## src/rtl/riscv_pkg.sv

```systemverilog
`timescale 1ns/1ps
`default_nettype none
// ============================================================================
// Package : riscv_pkg
// Purpose : Shared RV32 decode definitions for the decode stage: data width,
//           opcode constants, ALUControl / ResultSrc / ImmSrc encodings, the
//           decoded-control and E-register structs, and small decode helpers.
// Ports   : none (package)
// Rev     : 1.0  initial release
// ============================================================================
package riscv_pkg;

  localparam int XLEN = 32;

  // Major opcodes understood by the decoder
  localparam logic [6:0] OP_R      = 7'b0110011;
  localparam logic [6:0] OP_I_ALU  = 7'b0010011;
  localparam logic [6:0] OP_LOAD   = 7'b0000011;
  localparam logic [6:0] OP_STORE  = 7'b0100011;
  localparam logic [6:0] OP_BRANCH = 7'b1100011;
  localparam logic [6:0] OP_JAL    = 7'b1101111;
  localparam logic [6:0] OP_JALR   = 7'b1100111;
  localparam logic [6:0] OP_LUI    = 7'b0110111;

  typedef enum logic [2:0] {
    ALU_ADD = 3'b000,
    ALU_SUB = 3'b001,
    ALU_AND = 3'b010,
    ALU_OR  = 3'b011,
    ALU_SLT = 3'b101
  } alu_ctrl_e;

  typedef enum logic [1:0] {
    RES_ALU = 2'b00,
    RES_MEM = 2'b01,
    RES_PC4 = 2'b10
  } result_src_e;

  typedef enum logic [2:0] {
    IMM_I = 3'b000,
    IMM_S = 3'b001,
    IMM_B = 3'b010,
    IMM_J = 3'b011,
    IMM_U = 3'b100
  } imm_src_e;

  // Decoded control; all-zero is the NOP encoding
  typedef struct packed {
    logic        reg_write;
    result_src_e result_src;
    logic        mem_write;
    alu_ctrl_e   alu_control;
    logic        alu_src;
    imm_src_e    imm_src;
    logic        branch_eq;
    logic        branch_ne;
    logic        jal;
    logic        jalr;
    logic        lui;
  } ctrl_t;

  // Contents of the D->E pipeline register
  typedef struct packed {
    logic            reg_write;
    logic [1:0]      result_src;
    logic            mem_write;
    logic [2:0]      alu_control;
    logic            alu_src;
    logic [XLEN-1:0] rd1;
    logic [XLEN-1:0] rd2;
    logic [XLEN-1:0] imm_ext;
    logic [XLEN-1:0] pc;
    logic [XLEN-1:0] pc_plus4;
    logic [4:0]      rs1;
    logic [4:0]      rs2;
    logic [4:0]      rd;
  } ex_reg_t;

  // Unsupported funct3 values fall back to add rather than trapping
  function automatic alu_ctrl_e alu_decode(input logic [2:0] funct3, input logic sub);
    case (funct3)
      3'b000:  return sub ? ALU_SUB : ALU_ADD;
      3'b111:  return ALU_AND;
      3'b110:  return ALU_OR;
      3'b010:  return ALU_SLT;
      default: return ALU_ADD;
    endcase
  endfunction

  function automatic logic [XLEN-1:0] imm_extend(input logic [31:0] instr, input imm_src_e src);
    case (src)
      IMM_S:   return {{20{instr[31]}}, instr[31:25], instr[11:7]};
      IMM_B:   return {{19{instr[31]}}, instr[31], instr[7], instr[30:25], instr[11:8], 1'b0};
      IMM_J:   return {{11{instr[31]}}, instr[31], instr[19:12], instr[20], instr[30:21], 1'b0};
      IMM_U:   return {instr[31:12], 12'h000};
      default: return {{20{instr[31]}}, instr[31:20]};
    endcase
  endfunction

endpackage
`default_nettype wire

```

## src/rtl/decode_stage_if.sv

```systemverilog
`timescale 1ns/1ps
`default_nettype none
// ============================================================================
// Interface : decode_stage_if
// Purpose   : Bundles the decode-stage bus: fetch inputs, writeback port,
//             flush, D-stage redirect outputs and the E-register outputs.
// Modports  : slave  - the decode stage (consumes D/W inputs, drives E/D outs)
//             master - the surrounding pipeline / testbench
// Rev       : 1.0  initial release
// ============================================================================
interface decode_stage_if;
  import riscv_pkg::*;

  logic [XLEN-1:0] InstrD;
  logic [XLEN-1:0] PCD;
  logic [XLEN-1:0] PCPlus4D;
  logic            RegWriteW;
  logic [4:0]      RdW;
  logic [XLEN-1:0] ResultW;
  logic            FlushE;

  logic            PCSrcD;
  logic            JalD;
  logic [XLEN-1:0] PCTargetD;

  logic            RegWriteE;
  logic [1:0]      ResultSrcE;
  logic            MemWriteE;
  logic [2:0]      ALUControlE;
  logic            ALUSrcE;
  logic [XLEN-1:0] RD1E;
  logic [XLEN-1:0] RD2E;
  logic [XLEN-1:0] ImmExtE;
  logic [XLEN-1:0] PCE;
  logic [XLEN-1:0] PCPlus4E;
  logic [4:0]      Rs1E;
  logic [4:0]      Rs2E;
  logic [4:0]      RdE;

  modport slave (
    input  InstrD, PCD, PCPlus4D, RegWriteW, RdW, ResultW, FlushE,
    output PCSrcD, JalD, PCTargetD,
    output RegWriteE, ResultSrcE, MemWriteE, ALUControlE, ALUSrcE,
    output RD1E, RD2E, ImmExtE, PCE, PCPlus4E, Rs1E, Rs2E, RdE
  );

  modport master (
    output InstrD, PCD, PCPlus4D, RegWriteW, RdW, ResultW, FlushE,
    input  PCSrcD, JalD, PCTargetD,
    input  RegWriteE, ResultSrcE, MemWriteE, ALUControlE, ALUSrcE,
    input  RD1E, RD2E, ImmExtE, PCE, PCPlus4E, Rs1E, Rs2E, RdE
  );

endinterface
`default_nettype wire

```

## src/rtl/register_file.sv

```systemverilog
`timescale 1ns/1ps
`default_nettype none
// ============================================================================
// Module  : register_file
// Purpose : 32 x XLEN architectural register file, x0 hard-wired to zero.
//           Two combinational read ports with write-through bypass, one
//           write port committed on the rising edge, asynchronous reset.
// Ports   : clk, rst        - clock, async active-high reset
//           ra1_i / ra2_i   - read addresses;  rd1_o / rd2_o - read data
//           we_i, wa_i, wd_i - write enable, address, data
// Rev     : 1.0  initial release
// ============================================================================
module register_file
  import riscv_pkg::*;
(
  input  logic            clk,
  input  logic            rst,
  input  logic [4:0]      ra1_i,
  input  logic [4:0]      ra2_i,
  input  logic            we_i,
  input  logic [4:0]      wa_i,
  input  logic [XLEN-1:0] wd_i,
  output logic [XLEN-1:0] rd1_o,
  output logic [XLEN-1:0] rd2_o
);

  logic [XLEN-1:0] regs_q [32];
  logic            wr_live;

  // A write aimed at x0, or one coinciding with reset, is never visible
  assign wr_live = we_i && (wa_i != 5'd0) && !rst;

  always_ff @(posedge clk or posedge rst) begin
    if (rst) begin
      for (int i = 0; i < 32; i++) begin
        regs_q[i] <= '0;
      end
    end else if (wr_live) begin
      regs_q[wa_i] <= wd_i;
    end
  end

  assign rd1_o = (ra1_i == 5'd0)              ? '0   :
                 (wr_live && (wa_i == ra1_i)) ? wd_i : regs_q[ra1_i];
  assign rd2_o = (ra2_i == 5'd0)              ? '0   :
                 (wr_live && (wa_i == ra2_i)) ? wd_i : regs_q[ra2_i];

endmodule
`default_nettype wire

```

## src/rtl/decode_stage.sv

```systemverilog
`timescale 1ns/1ps
`default_nettype none
// ============================================================================
// Module  : decode_stage
// Purpose : RV32 instruction decode: control decode, immediate generation,
//           register read (via register_file), branch comparison, redirect
//           target generation and the D->E pipeline register with flush.
// Ports   : clk, rst - clock, async active-high reset
//           bus      - decode_stage_if.slave: InstrD/PCD/PCPlus4D from fetch,
//                      RegWriteW/RdW/ResultW from writeback, FlushE,
//                      PCSrcD/JalD/PCTargetD redirect, all *E register fields
// Rev     : 1.0  initial release
// ============================================================================
module decode_stage
  import riscv_pkg::*;
(
  input  logic          clk,
  input  logic          rst,
  decode_stage_if.slave bus
);

  logic [6:0]      opcode;
  logic [2:0]      funct3;
  logic            funct7_5;
  ctrl_t           ctrl;
  logic [XLEN-1:0] rd1;
  logic [XLEN-1:0] rd2;
  logic [XLEN-1:0] imm_ext;
  logic [XLEN-1:0] jalr_sum;
  ex_reg_t         ereg_d;
  ex_reg_t         ereg_q;

  assign opcode   = bus.InstrD[6:0];
  assign funct3   = bus.InstrD[14:12];
  assign funct7_5 = bus.InstrD[30];

  register_file u_register_file (
    .clk   (clk),
    .rst   (rst),
    .ra1_i (bus.InstrD[19:15]),
    .ra2_i (bus.InstrD[24:20]),
    .we_i  (bus.RegWriteW),
    .wa_i  (bus.RdW),
    .wd_i  (bus.ResultW),
    .rd1_o (rd1),
    .rd2_o (rd2)
  );

  // Control decode; anything unrecognised stays at the all-zero NOP
  always_comb begin
    ctrl = '0;
    case (opcode)
      OP_R: begin
        ctrl.reg_write   = 1'b1;
        ctrl.alu_control = alu_decode(funct3, funct7_5);
      end
      OP_I_ALU: begin
        // funct7[5] is immediate data here, so it never selects sub
        ctrl.reg_write   = 1'b1;
        ctrl.alu_src     = 1'b1;
        ctrl.alu_control = alu_decode(funct3, 1'b0);
      end
      OP_LOAD: begin
        ctrl.reg_write  = 1'b1;
        ctrl.alu_src    = 1'b1;
        ctrl.result_src = RES_MEM;
      end
      OP_STORE: begin
        ctrl.mem_write = 1'b1;
        ctrl.alu_src   = 1'b1;
        ctrl.imm_src   = IMM_S;
      end
      OP_BRANCH: begin
        ctrl.imm_src   = IMM_B;
        ctrl.branch_eq = (funct3 == 3'b000);
        ctrl.branch_ne = (funct3 == 3'b001);
      end
      OP_JAL: begin
        ctrl.reg_write  = 1'b1;
        ctrl.result_src = RES_PC4;
        ctrl.imm_src    = IMM_J;
        ctrl.jal        = 1'b1;
      end
      OP_JALR: begin
        ctrl.reg_write  = 1'b1;
        ctrl.result_src = RES_PC4;
        ctrl.alu_src    = 1'b1;
        ctrl.jalr       = 1'b1;
      end
      OP_LUI: begin
        ctrl.reg_write = 1'b1;
        ctrl.alu_src   = 1'b1;
        ctrl.imm_src   = IMM_U;
        ctrl.lui       = 1'b1;
      end
      default: ;
    endcase
  end

  assign imm_ext  = imm_extend(bus.InstrD, ctrl.imm_src);
  assign jalr_sum = rd1 + imm_ext;

  // Branch resolution and redirect use the bypassed read data
  assign bus.PCSrcD    = (ctrl.branch_eq && (rd1 == rd2)) || (ctrl.branch_ne && (rd1 != rd2));
  assign bus.JalD      = ctrl.jal || ctrl.jalr;
  assign bus.PCTargetD = ctrl.jalr ? {jalr_sum[XLEN-1:1], 1'b0} : (bus.PCD + imm_ext);

  // A flush loads a full bubble, data fields included
  always_comb begin
    ereg_d = '0;
    if (!bus.FlushE) begin
      ereg_d.reg_write   = ctrl.reg_write;
      ereg_d.result_src  = ctrl.result_src;
      ereg_d.mem_write   = ctrl.mem_write;
      ereg_d.alu_control = ctrl.alu_control;
      ereg_d.alu_src     = ctrl.alu_src;
      // lui reuses the ALU add path: 0 + immediate
      ereg_d.rd1         = ctrl.lui ? '0 : rd1;
      ereg_d.rd2         = rd2;
      ereg_d.imm_ext     = imm_ext;
      ereg_d.pc          = bus.PCD;
      ereg_d.pc_plus4    = bus.PCPlus4D;
      ereg_d.rs1         = bus.InstrD[19:15];
      ereg_d.rs2         = bus.InstrD[24:20];
      ereg_d.rd          = bus.InstrD[11:7];
    end
  end

  always_ff @(posedge clk or posedge rst) begin
    if (rst) begin
      ereg_q <= '0;
    end else begin
      ereg_q <= ereg_d;
    end
  end

  assign bus.RegWriteE   = ereg_q.reg_write;
  assign bus.ResultSrcE  = ereg_q.result_src;
  assign bus.MemWriteE   = ereg_q.mem_write;
  assign bus.ALUControlE = ereg_q.alu_control;
  assign bus.ALUSrcE     = ereg_q.alu_src;
  assign bus.RD1E        = ereg_q.rd1;
  assign bus.RD2E        = ereg_q.rd2;
  assign bus.ImmExtE     = ereg_q.imm_ext;
  assign bus.PCE         = ereg_q.pc;
  assign bus.PCPlus4E    = ereg_q.pc_plus4;
  assign bus.Rs1E        = ereg_q.rs1;
  assign bus.Rs2E        = ereg_q.rs2;
  assign bus.RdE         = ereg_q.rd;

endmodule
`default_nettype wire

```

## src/flat_wrapper.sv

```systemverilog
// flat-port wrapper written by rule: the top's interface ports become plain ports
module decode_stage_flat import riscv_pkg::*;
  (clk, rst, bus_InstrD, bus_PCD, bus_PCPlus4D, bus_RegWriteW, bus_RdW, bus_ResultW, bus_FlushE, bus_PCSrcD, bus_JalD, bus_PCTargetD, bus_RegWriteE, bus_ResultSrcE, bus_MemWriteE, bus_ALUControlE, bus_ALUSrcE, bus_RD1E, bus_RD2E, bus_ImmExtE, bus_PCE, bus_PCPlus4E, bus_Rs1E, bus_Rs2E, bus_RdE);
  decode_stage_if bus_i ();
  input  logic clk;
  input  logic rst;
  input wire logic [$bits(bus_i.InstrD)-1:0] bus_InstrD;
  input wire logic [$bits(bus_i.PCD)-1:0] bus_PCD;
  input wire logic [$bits(bus_i.PCPlus4D)-1:0] bus_PCPlus4D;
  input wire logic [$bits(bus_i.RegWriteW)-1:0] bus_RegWriteW;
  input wire logic [$bits(bus_i.RdW)-1:0] bus_RdW;
  input wire logic [$bits(bus_i.ResultW)-1:0] bus_ResultW;
  input wire logic [$bits(bus_i.FlushE)-1:0] bus_FlushE;
  output wire logic [$bits(bus_i.PCSrcD)-1:0] bus_PCSrcD;
  output wire logic [$bits(bus_i.JalD)-1:0] bus_JalD;
  output wire logic [$bits(bus_i.PCTargetD)-1:0] bus_PCTargetD;
  output wire logic [$bits(bus_i.RegWriteE)-1:0] bus_RegWriteE;
  output wire logic [$bits(bus_i.ResultSrcE)-1:0] bus_ResultSrcE;
  output wire logic [$bits(bus_i.MemWriteE)-1:0] bus_MemWriteE;
  output wire logic [$bits(bus_i.ALUControlE)-1:0] bus_ALUControlE;
  output wire logic [$bits(bus_i.ALUSrcE)-1:0] bus_ALUSrcE;
  output wire logic [$bits(bus_i.RD1E)-1:0] bus_RD1E;
  output wire logic [$bits(bus_i.RD2E)-1:0] bus_RD2E;
  output wire logic [$bits(bus_i.ImmExtE)-1:0] bus_ImmExtE;
  output wire logic [$bits(bus_i.PCE)-1:0] bus_PCE;
  output wire logic [$bits(bus_i.PCPlus4E)-1:0] bus_PCPlus4E;
  output wire logic [$bits(bus_i.Rs1E)-1:0] bus_Rs1E;
  output wire logic [$bits(bus_i.Rs2E)-1:0] bus_Rs2E;
  output wire logic [$bits(bus_i.RdE)-1:0] bus_RdE;
  assign bus_i.InstrD = bus_InstrD;
  assign bus_i.PCD = bus_PCD;
  assign bus_i.PCPlus4D = bus_PCPlus4D;
  assign bus_i.RegWriteW = bus_RegWriteW;
  assign bus_i.RdW = bus_RdW;
  assign bus_i.ResultW = bus_ResultW;
  assign bus_i.FlushE = bus_FlushE;
  assign bus_PCSrcD = bus_i.PCSrcD;
  assign bus_JalD = bus_i.JalD;
  assign bus_PCTargetD = bus_i.PCTargetD;
  assign bus_RegWriteE = bus_i.RegWriteE;
  assign bus_ResultSrcE = bus_i.ResultSrcE;
  assign bus_MemWriteE = bus_i.MemWriteE;
  assign bus_ALUControlE = bus_i.ALUControlE;
  assign bus_ALUSrcE = bus_i.ALUSrcE;
  assign bus_RD1E = bus_i.RD1E;
  assign bus_RD2E = bus_i.RD2E;
  assign bus_ImmExtE = bus_i.ImmExtE;
  assign bus_PCE = bus_i.PCE;
  assign bus_PCPlus4E = bus_i.PCPlus4E;
  assign bus_Rs1E = bus_i.Rs1E;
  assign bus_Rs2E = bus_i.Rs2E;
  assign bus_RdE = bus_i.RdE;
  decode_stage u_core (.clk(clk), .rst(rst), .bus(bus_i));
endmodule
```

## config.mk

```make
export PLATFORM = sky130hd
export DESIGN_NAME = decode_stage_flat
export DESIGN_NICKNAME = d
export VERILOG_FILES = /design/src/rtl/riscv_pkg.sv /design/src/rtl/decode_stage_if.sv /design/src/rtl/register_file.sv /design/src/rtl/decode_stage.sv /design/src/flat_wrapper.sv
export SDC_FILE = /design/constraint.sdc
export NUM_CORES = 2
export LEC_CHECK = 0
export ABC_AREA = 0
export ABC_CLOCK_PERIOD_IN_PS = 101900
export BUFFER_PORTS_ARGS = -buffer_cell sky130_fd_sc_hd__buf_2
export CAP_MARGIN = 20
export CORE_MARGIN = 1
export CORE_UTILIZATION = 30
export CTS_CLUSTER_SIZE = 16
export DETAILED_ROUTE_END_ITERATION = 8
export REMOVE_ABC_BUFFERS = 1
export SKIP_CTS_REPAIR_TIMING = 1
export SLEW_MARGIN = 30
export SYNTH_ARGS = -nofsm -noshare
export SYNTH_HDL_FRONTEND = slang
export SYNTH_SLANG_ARGS = --single-unit
```

## constraint.sdc

```tcl
create_clock -name clk -period 101.9 [get_ports clk]
set_input_delay 10.19 -clock clk [delete_from_list [all_inputs] [get_ports clk]]
set_output_delay 10.19 -clock clk [all_outputs]
set_load 0.1 [all_outputs]
```

# Word-level counts from Yosys, hierarchy flattened
# Cells that the tools add are included.
op_classes:
  mux: 30
  n_eq_ne: 20
  addsub: 2
  magnitude_cmp: 4
  bitwise_logic: 3
  reduce_logical: 17
ops:
  columns: ["cell", "n"]
  rows:
  - ["bitwise mux 1024 bit", 1]
  - ["2-to-1 mux 32 bit", 11]
  - ["binary-select mux 32 bit (select 5 bit)", 2]
  - ["2-to-1 mux 183 bit", 1]
  - ["demux 32 bit (select 5 bit)", 1]
  - ["one-hot mux 31 bit (4 select lines)", 1]
  - ["adder 32 bit", 2]
  - ["equality test 32 bit", 1]
  - ["inequality test 32 bit", 1]
  - ["one-hot mux 3 bit (4 select lines)", 2]
  - ["equality test 7 x 6 -> 1 bit, second input constant", 3]
  - ["equality test 7 bit, second input constant", 3]
  - [">= comparator 6 bit, second input constant", 3]
  - ["inverter 5 -> 6 bit", 3]
  - ["equality test 5 bit", 2]
  - ["logical NOT 5 bit", 2]
  - ["equality test 3 x 2 -> 1 bit, second input constant", 3]
  - ["equality test 3 bit, second input constant", 3]
  - ["one-hot mux 3 bit (3 select lines)", 1]
  - ["equality test 7 x 2 -> 1 bit, second input constant", 1]
  - ["equality test 7 x 5 -> 1 bit, second input constant", 1]
  - ["logical AND 1 bit", 7]
  - ["2-to-1 mux 1 bit", 7]
  - ["equality test 3 x 1 -> 1 bit, second input constant", 2]
  - ["11 further kinds", 12]
word_totals:
  output_inout_bits: 217
  inputBits: 137
  wordCells: 121
  reg_bits: 1207

# Logic depth before layout (Yosys ltp)
depth:
  depth_word: 9
  mapped_depth: 23

# By module
# From an unflattened synthesis, not the netlist that was laid out.
hier_totals:
  hier_cells: 4996
  area_unflattened_um2: 65615.4
modules_own_cells:
  columns: ["module", "seq_area_each_um2", "area_per_inst_um2", "n_inst", "cells_each"]
  rows:
  - ["register_file", 25624.6, 55624.6, 1, 4002]
  - ["decode_stage", 4579.4, 9990.8, 1, 994]

# Least setup slack after synthesis
# No wires, ideal clock.
synth_path:
  path_type: "in2out"
  start: "input bus_InstrD[20]"
  end: "output bus_PCSrcD"
  setup_slack_ns: 74.812
  arrival_ns: 16.898
  required_time_ns: 91.710
  path_stages: 15
  n_path_buf: 6
  cell_sequence: "buf_4 -> buf_6 -> buf_6 -> buf_6 -> buf_2 -> buf_2 -> mux2i_1 -> a21oi_1 -> o32a_1 -> or4_1 -> a21o_1 -> a2111oi_0 -> nand4_1 -> or4_1 -> a2111oi_1"
synth_via:
  elab_chain_cells: 9
  word_cells_on_any_way: 14
synth_rtl:
  columns: ["item", "line", "rtl"]
  rows:
  - ["start, declared", "flat_wrapper.sv:7", "input wire logic [$bits(bus_i.InstrD)-1:0] bus_InstrD;"]
  - ["inverter 5 -> 6 bit (implied by the code)", "register_file.sv:46", "(wr_live && (wa_i == ra2_i)) ? wd_i : regs_q[ra2_i];"]
  - ["binary-select mux 32 bit (select 5 bit)", "register_file.sv:46", null]
  - ["2-to-1 mux 32 bit (implied by the code) (2 in a row)", "register_file.sv:46", null]
  - ["2-to-1 mux 32 bit", "register_file.sv:46", null]
  - ["2-to-1 mux 32 bit (*)", "register_file.sv:45", "assign rd2_o = (ra2_i == 5'd0) ? '0 :"]
  - ["equality test 32 bit or inequality test 32 bit (tied branches)", "decode_stage.sv:104", "assign bus.PCSrcD = (ctrl.branch_eq && (rd1 == rd2)) || (ctrl.branch_ne && (rd1 != rd2));"]
  - ["logical AND 1 bit", "decode_stage.sv:104", null]
  - ["logical OR 1 bit (*)", "decode_stage.sv:104", null]
  - ["end, declared", "flat_wrapper.sv:14", "output wire logic [$bits(bus_i.PCSrcD)-1:0] bus_PCSrcD;"]
# Every way passes the cells marked *; elsewhere a longest branch is shown, timed or not. The select of a mux whose other input is x is not followed.

# Worst setup path in the final report
layout_path:
  start: "input bus_InstrD[15]"
  end: "output bus_PCTargetD[31]"
layout_via:
  elab_chain_cells: 8
  word_cells_on_any_way: 13
layout_rtl:
  columns: ["item", "line", "rtl"]
  rows:
  - ["inverter 5 -> 6 bit (implied by the code)", "register_file.sv:44", "(wr_live && (wa_i == ra1_i)) ? wd_i : regs_q[ra1_i];"]
  - ["binary-select mux 32 bit (select 5 bit)", "register_file.sv:44", null]
  - ["2-to-1 mux 32 bit (implied by the code) (2 in a row)", "register_file.sv:44", null]
  - ["2-to-1 mux 32 bit", "register_file.sv:44", null]
  - ["2-to-1 mux 32 bit", "register_file.sv:43", "assign rd1_o = (ra1_i == 5'd0) ? '0 :"]
  - ["adder 32 bit", "decode_stage.sv:101", "assign jalr_sum = rd1 + imm_ext;"]
  - ["2-to-1 mux 32 bit (*)", "decode_stage.sv:106", "assign bus.PCTargetD = ctrl.jalr ? {jalr_sum[XLEN-1:1], 1'b0} : (bus.PCD + imm_ext);"]
  - ["end, declared", "flat_wrapper.sv:16", "output wire logic [$bits(bus_i.PCTargetD)-1:0] bus_PCTargetD;"]
# Marked as above.

==> results.md <==
* Run status: finished, final reports clean
* Maximum Capacitance Violations at 0
* Antenna violations before repair at 35
* Vias per Instance at just under 6
* Wire length reported by the detailed router at between 200 and 250 mm
* Sequential group share of total power at about two fifths
* Data arrival time of the worst path at 17.48 ns
* Reg-to-reg slack, setup at roughly 99 ns
* Leakage power total at between 0.03 and 0.04 µW
* Fill cell count at roughly 21,000
* Worst hold path type: flip-flop to flip-flop
* Number of enable-type register cells in the synthesized netlist at 0
* Setup TNS at 0 ns
* Routed len/inst at between 30 and 40 µm
* Portion of the clock cycle consumed by the worst path in the final layout at a little over a quarter
* Post-synthesis sequential element count at ~1,200
* Core Area at between 200,000 and 250,000 µm²
* Pins over their slew limit at 0
* Sequential area share after synthesis at 46.2%
* 1st-iter DRT viols at roughly 5,100
* Router iterations before antenna repair at 5
* Clock power share at 38.1%
* Port Buffers at 353
* Max H-tree Level at 4
* Area of the die at 220,000 µm²
* Nature of the critical path startpoint: primary input
* Power density normalized to cell area at around 19 nW/µm²
* Global router's overall resource usage at 21.7%
* Number of buffers created by CTS at 141
* Remaining global-route overflow at 0
* Final net count at 5,106
* Area overhead of the layout relative to synthesis at 14.9%
* Vias after detailed routing at roughly 46,000
* Maximum ir drop on the vdd rail at 20.1 µV
* Type of the worst setup path: primary input to output pin
* Maximum number of pins on one net before global-route repair at ~180
* Syn_area_per_cell at about 14 µm²
* Biggest fanout along the worst timing path at just over 50
* Slew @ Worst Pin at 1.07 ns
* Initial core utilization at ~30%
* Most instantiated flip-flop cell in the synthesis netlist: sky130_fd_sc_hd__dfrtp_1
* Pint at around 1000 µW
* Hold slack final at between 0.3 and 0.4 ns
* Worst-Skew Late Latency at 0.79 ns
* Fin Clk Skew at 0.0299 ns
* Combinational share of power at a little over a fifth
* Number of hold violations in the final report at 0
* Clock sink count at between 1,000 and 1,500
* Horiz. Die Dim at 469 µm
* Largest buffer count on any clock path at 3
* Warning count from the yosys run at 0
* Routability cong. at approximately 0.9
* Share of flip-flops with an asynchronous set or reset after synthesis at between 90% and 100%
* Required time of the critical path at between 90 and 100 ns
* Site Rows at 171
* Number of setup violations in the final report at 0
* Count of unique library cells instantiated by Yosys at 85
* P_sw at 444 µW
* First-pass GRT wire length at ~340 mm
* Layout cells sized above 1 at a little under half
* Peak Freq at 36.1 MHz
* Post-Syn Instances at around 4,700
* Switching fraction of total power at 31.0%
* Die height at 469 µm
* CP endpoint kind: output pin
* Via count of the first global-routing pass at 46,100
* CTS tree: done
* Post-detailed-route DRC marker count at 0
* Post-route minimum period at around 28 ns
* Worst slew margin relative to its limit at 28.3%
* Post-route ant nets at 0
* RSZ-0062 raised after global routing: no
* Library cell used as clock root buffer: sky130_fd_sc_hd__clkbuf_16
* Mapped cell area at 65,400 µm²
* CTS clk-pin slew, worst paths at roughly 0.06 ns
* Placed wire-length estimate after detailed placement at about 150 mm
* I/O pin count at ~350
flip-flops by register name (all words and copies together), names as in the netlist:
register                       flops
u_core.u_register_file.regs_q   1024
u_core.bus.ImmExtE                32
u_core.bus.PCE                    32
u_core.bus.PCPlus4E               32
u_core.bus.RD1E                   32
u_core.bus.RD2E                   32
u_core.bus.RdE                     5
u_core.bus.Rs1E                    5
u_core.bus.Rs2E                    5
u_core.bus.ALUControlE             3
u_core.bus.ResultSrcE              2
u_core.bus.ALUSrcE                 1
u_core.bus.MemWriteE               1
u_core.bus.RegWriteE               1
per-stage QoR:
| stage | util, % | instance area, µm² | worst slack (ns) | std cells | power (µW) |
|---|---|---|---|---|---|
| 2_1_floorplan | - | 63300 | 57.71 | 4272 | 789 |
| 3_3_place_gp | 32.2 | 69900 | 74.16 | 7610 | 883 |
| 3_5_place_dp | 32.3 | 70000 | 74.27 | 7613 | 891 |
| 4_1_cts | 34.6 | 75000 | 74.24 | 7866 | 1440 |
| 5_1_grt | 34.6 | 75100 | 73.97 | 7874 | 1480 |
| 6_report | 34.6 | 75200 | 74.23 | 7884 | 1430 |
critical path, stage by stage:
cell and delay, ns:
sky130_fd_sc_hd__buf_8 0.37, sky130_fd_sc_hd__buf_4 0.76, sky130_fd_sc_hd__buf_4 0.77, sky130_fd_sc_hd__mux4_2 0.60, sky130_fd_sc_hd__mux2i_1 0.18, sky130_fd_sc_hd__mux2i_1 0.11
sky130_fd_sc_hd__a22o_1 0.23, sky130_fd_sc_hd__a32oi_1 0.45, sky130_fd_sc_hd__inv_1 0.22, sky130_fd_sc_hd__ha_1 0.39, sky130_fd_sc_hd__a2111oi_0 0.54, sky130_fd_sc_hd__and2_1 0.21
sky130_fd_sc_hd__o31ai_1 0.10, sky130_fd_sc_hd__a211oi_1 0.57, sky130_fd_sc_hd__nor3_1 0.17, sky130_fd_sc_hd__or3_1 0.38, sky130_fd_sc_hd__a32oi_1 0.29, sky130_fd_sc_hd__xor2_1 0.23
sky130_fd_sc_hd__buf_2 0.46
synthesized netlist by cell type, types with 20 or more instances:
master | instances | area share [%]
sky130_fd_sc_hd__mux2_2 | 1007 | 17
sky130_fd_sc_hd__mux4_2 | 502 | 17
sky130_fd_sc_hd__nand2b_1 | 20 | 0.19
sky130_fd_sc_hd__buf_4 | 26 | 0.30
sky130_fd_sc_hd__nand3_1 | 61 | 0.47
sky130_fd_sc_hd__nor4_1 | 23 | 0.22
sky130_fd_sc_hd__xor2_1 | 41 | 0.55
sky130_fd_sc_hd__a211oi_1 | 20 | 0.23
sky130_fd_sc_hd__o22ai_1 | 54 | 0.52
sky130_fd_sc_hd__buf_6 | 22 | 0.38
sky130_fd_sc_hd__a21oi_1 | 93 | 0.71
sky130_fd_sc_hd__nor2b_1 | 125 | 1.2
sky130_fd_sc_hd__mux2i_1 | 147 | 2.2
sky130_fd_sc_hd__o21ai_0 | 71 | 0.54
sky130_fd_sc_hd__nand4_1 | 23 | 0.22
sky130_fd_sc_hd__buf_2 | 70 | 0.54
sky130_fd_sc_hd__inv_1 | 36 | 0.21
sky130_fd_sc_hd__dfrtp_1 | 1207 | 46
sky130_fd_sc_hd__a22oi_1 | 75 | 0.86
sky130_fd_sc_hd__nor2_1 | 143 | 0.82
sky130_fd_sc_hd__xnor2_1 | 39 | 0.52
sky130_fd_sc_hd__and2_1 | 36 | 0.34
sky130_fd_sc_hd__a31oi_1 | 28 | 0.27
sky130_fd_sc_hd__nand2_1 | 121 | 0.69
sky130_fd_sc_hd__nor3_1 | 45 | 0.34
sky130_fd_sc_hd__ha_1 | 61 | 1.2
sky130_fd_sc_hd__a21o_1 | 61 | 0.70
sky130_fd_sc_hd__buf_1 | 68 | 0.39
sky130_fd_sc_hd__clkbuf_1 | 265 | 1.5
placed cells by master, fill, tap and decap left out, types with 15 or more instances in the layout:
cell                           n
sky130_fd_sc_hd__xnor2_1      39
sky130_fd_sc_hd__a31oi_1      27
sky130_fd_sc_hd__ha_1         61
sky130_fd_sc_hd__and3_1       18
sky130_fd_sc_hd__inv_1        34
sky130_fd_sc_hd__o21ai_0      71
sky130_fd_sc_hd__mux4_2      502
sky130_fd_sc_hd__nand2b_1     19
sky130_fd_sc_hd__nor3_1       40
sky130_fd_sc_hd__clkinv_2     20
sky130_fd_sc_hd__a211oi_1     20
sky130_fd_sc_hd__clkbuf_16   142
sky130_fd_sc_hd__clkbuf_1     25
sky130_fd_sc_hd__a21oi_1      92
sky130_fd_sc_hd__mux2_2     1007
sky130_fd_sc_hd__nand4_1      23
sky130_fd_sc_hd__nor2_1      127
sky130_fd_sc_hd__and2_1       36
sky130_fd_sc_hd__buf_2       345
sky130_fd_sc_hd__nor4_1       21
sky130_fd_sc_hd__clkbuf_8     25
sky130_fd_sc_hd__xor2_1       41
sky130_fd_sc_hd__nand3_1      60
sky130_fd_sc_hd__buf_4       125
sky130_fd_sc_hd__dfrtp_1    1207
sky130_fd_sc_hd__mux2i_1     147
sky130_fd_sc_hd__nand2_1     106
sky130_fd_sc_hd__o22ai_1      54
sky130_fd_sc_hd__a21o_1       61
sky130_fd_sc_hd__a22oi_1      75
sky130_fd_sc_hd__nor2b_1     125
sky130_fd_sc_hd__bufinv_16    18
sky130_fd_sc_hd__nand2_2      15
path summary, 6_finish.rpt:
path,start,end,depth (start not counted)
max reg2reg,u_core.u_register_file.regs_q[588]$_DFFE_PP0P_,u_core.bus.RD2E[12]$_DFF_PP0_,6
min in group asynchronous,rst,u_core.bus.RD1E[25]$_DFF_PP0_,2
min,u_core.u_register_file.regs_q[1002]$_DFFE_PP0P_,u_core.u_register_file.regs_q[1002]$_DFFE_PP0P_,0
max,bus_InstrD[15],bus_PCTargetD[31],19
max in group asynchronous,rst,u_core.u_register_file.regs_q[439]$_DFFE_PP0P_,5
min reg2reg,u_core.u_register_file.regs_q[1002]$_DFFE_PP0P_,u_core.u_register_file.regs_q[1002]$_DFFE_PP0P_,0
cells by family (layout without fill, tap and decap cells):
group | count (synthesis) | after routing | share of synthesized area [%]
multiplexers | 1657 | 1657 | 36.9
other | 0 | 14 | 0
AND/OR/NAND/NOR | 693 | 693 | 5.60
AO/OA/AOI/OAI | 534 | 534 | 5.58
adder cells (fa/ha/maj) | 63 | 63 | 1.23
buffers and inverters | 492 | 781 | 3.43
XOR/XNOR | 81 | 81 | 1.10
flip-flops | 1207 | 1207 | 46.2
per-layer routing:
layer	vias up	part of all wire (%)	track usage, %
met5	-	0.080	0
met4	28	5.6	11.0
met3	601	10	6.37
met2	2653	45	33.4
met1	24600	39	27.5
li1	18400	-	-
power groups by stage:
stage | logic, µW | registers [µW] | clock network, µW
after floorplan | 185 | 604 | 0
after detailed placement | 309 | 582 | 0
after global placement | 304 | 578 | 0
final | 312 | 575 | 545
after global routing | 328 | 582 | 574
after CTS | 310 | 574 | 553
area by class of cell:
cell class	instances	area, µm²	share of cell area [%]
Multi-Input combinational cell	3028	33200	44.2
Sequential cell	1207	30200	40.2
Clock buffer	192	3990	5.31
Tap cell	2854	3570	4.75
Timing Repair Buffer	491	3020	4.02
Clock inverter	61	982	1.31
Inverter	37	159	0.211
Antenna cell	14	35.0	0.0466
Note: power is estimated with default switching activity, not from simulation.
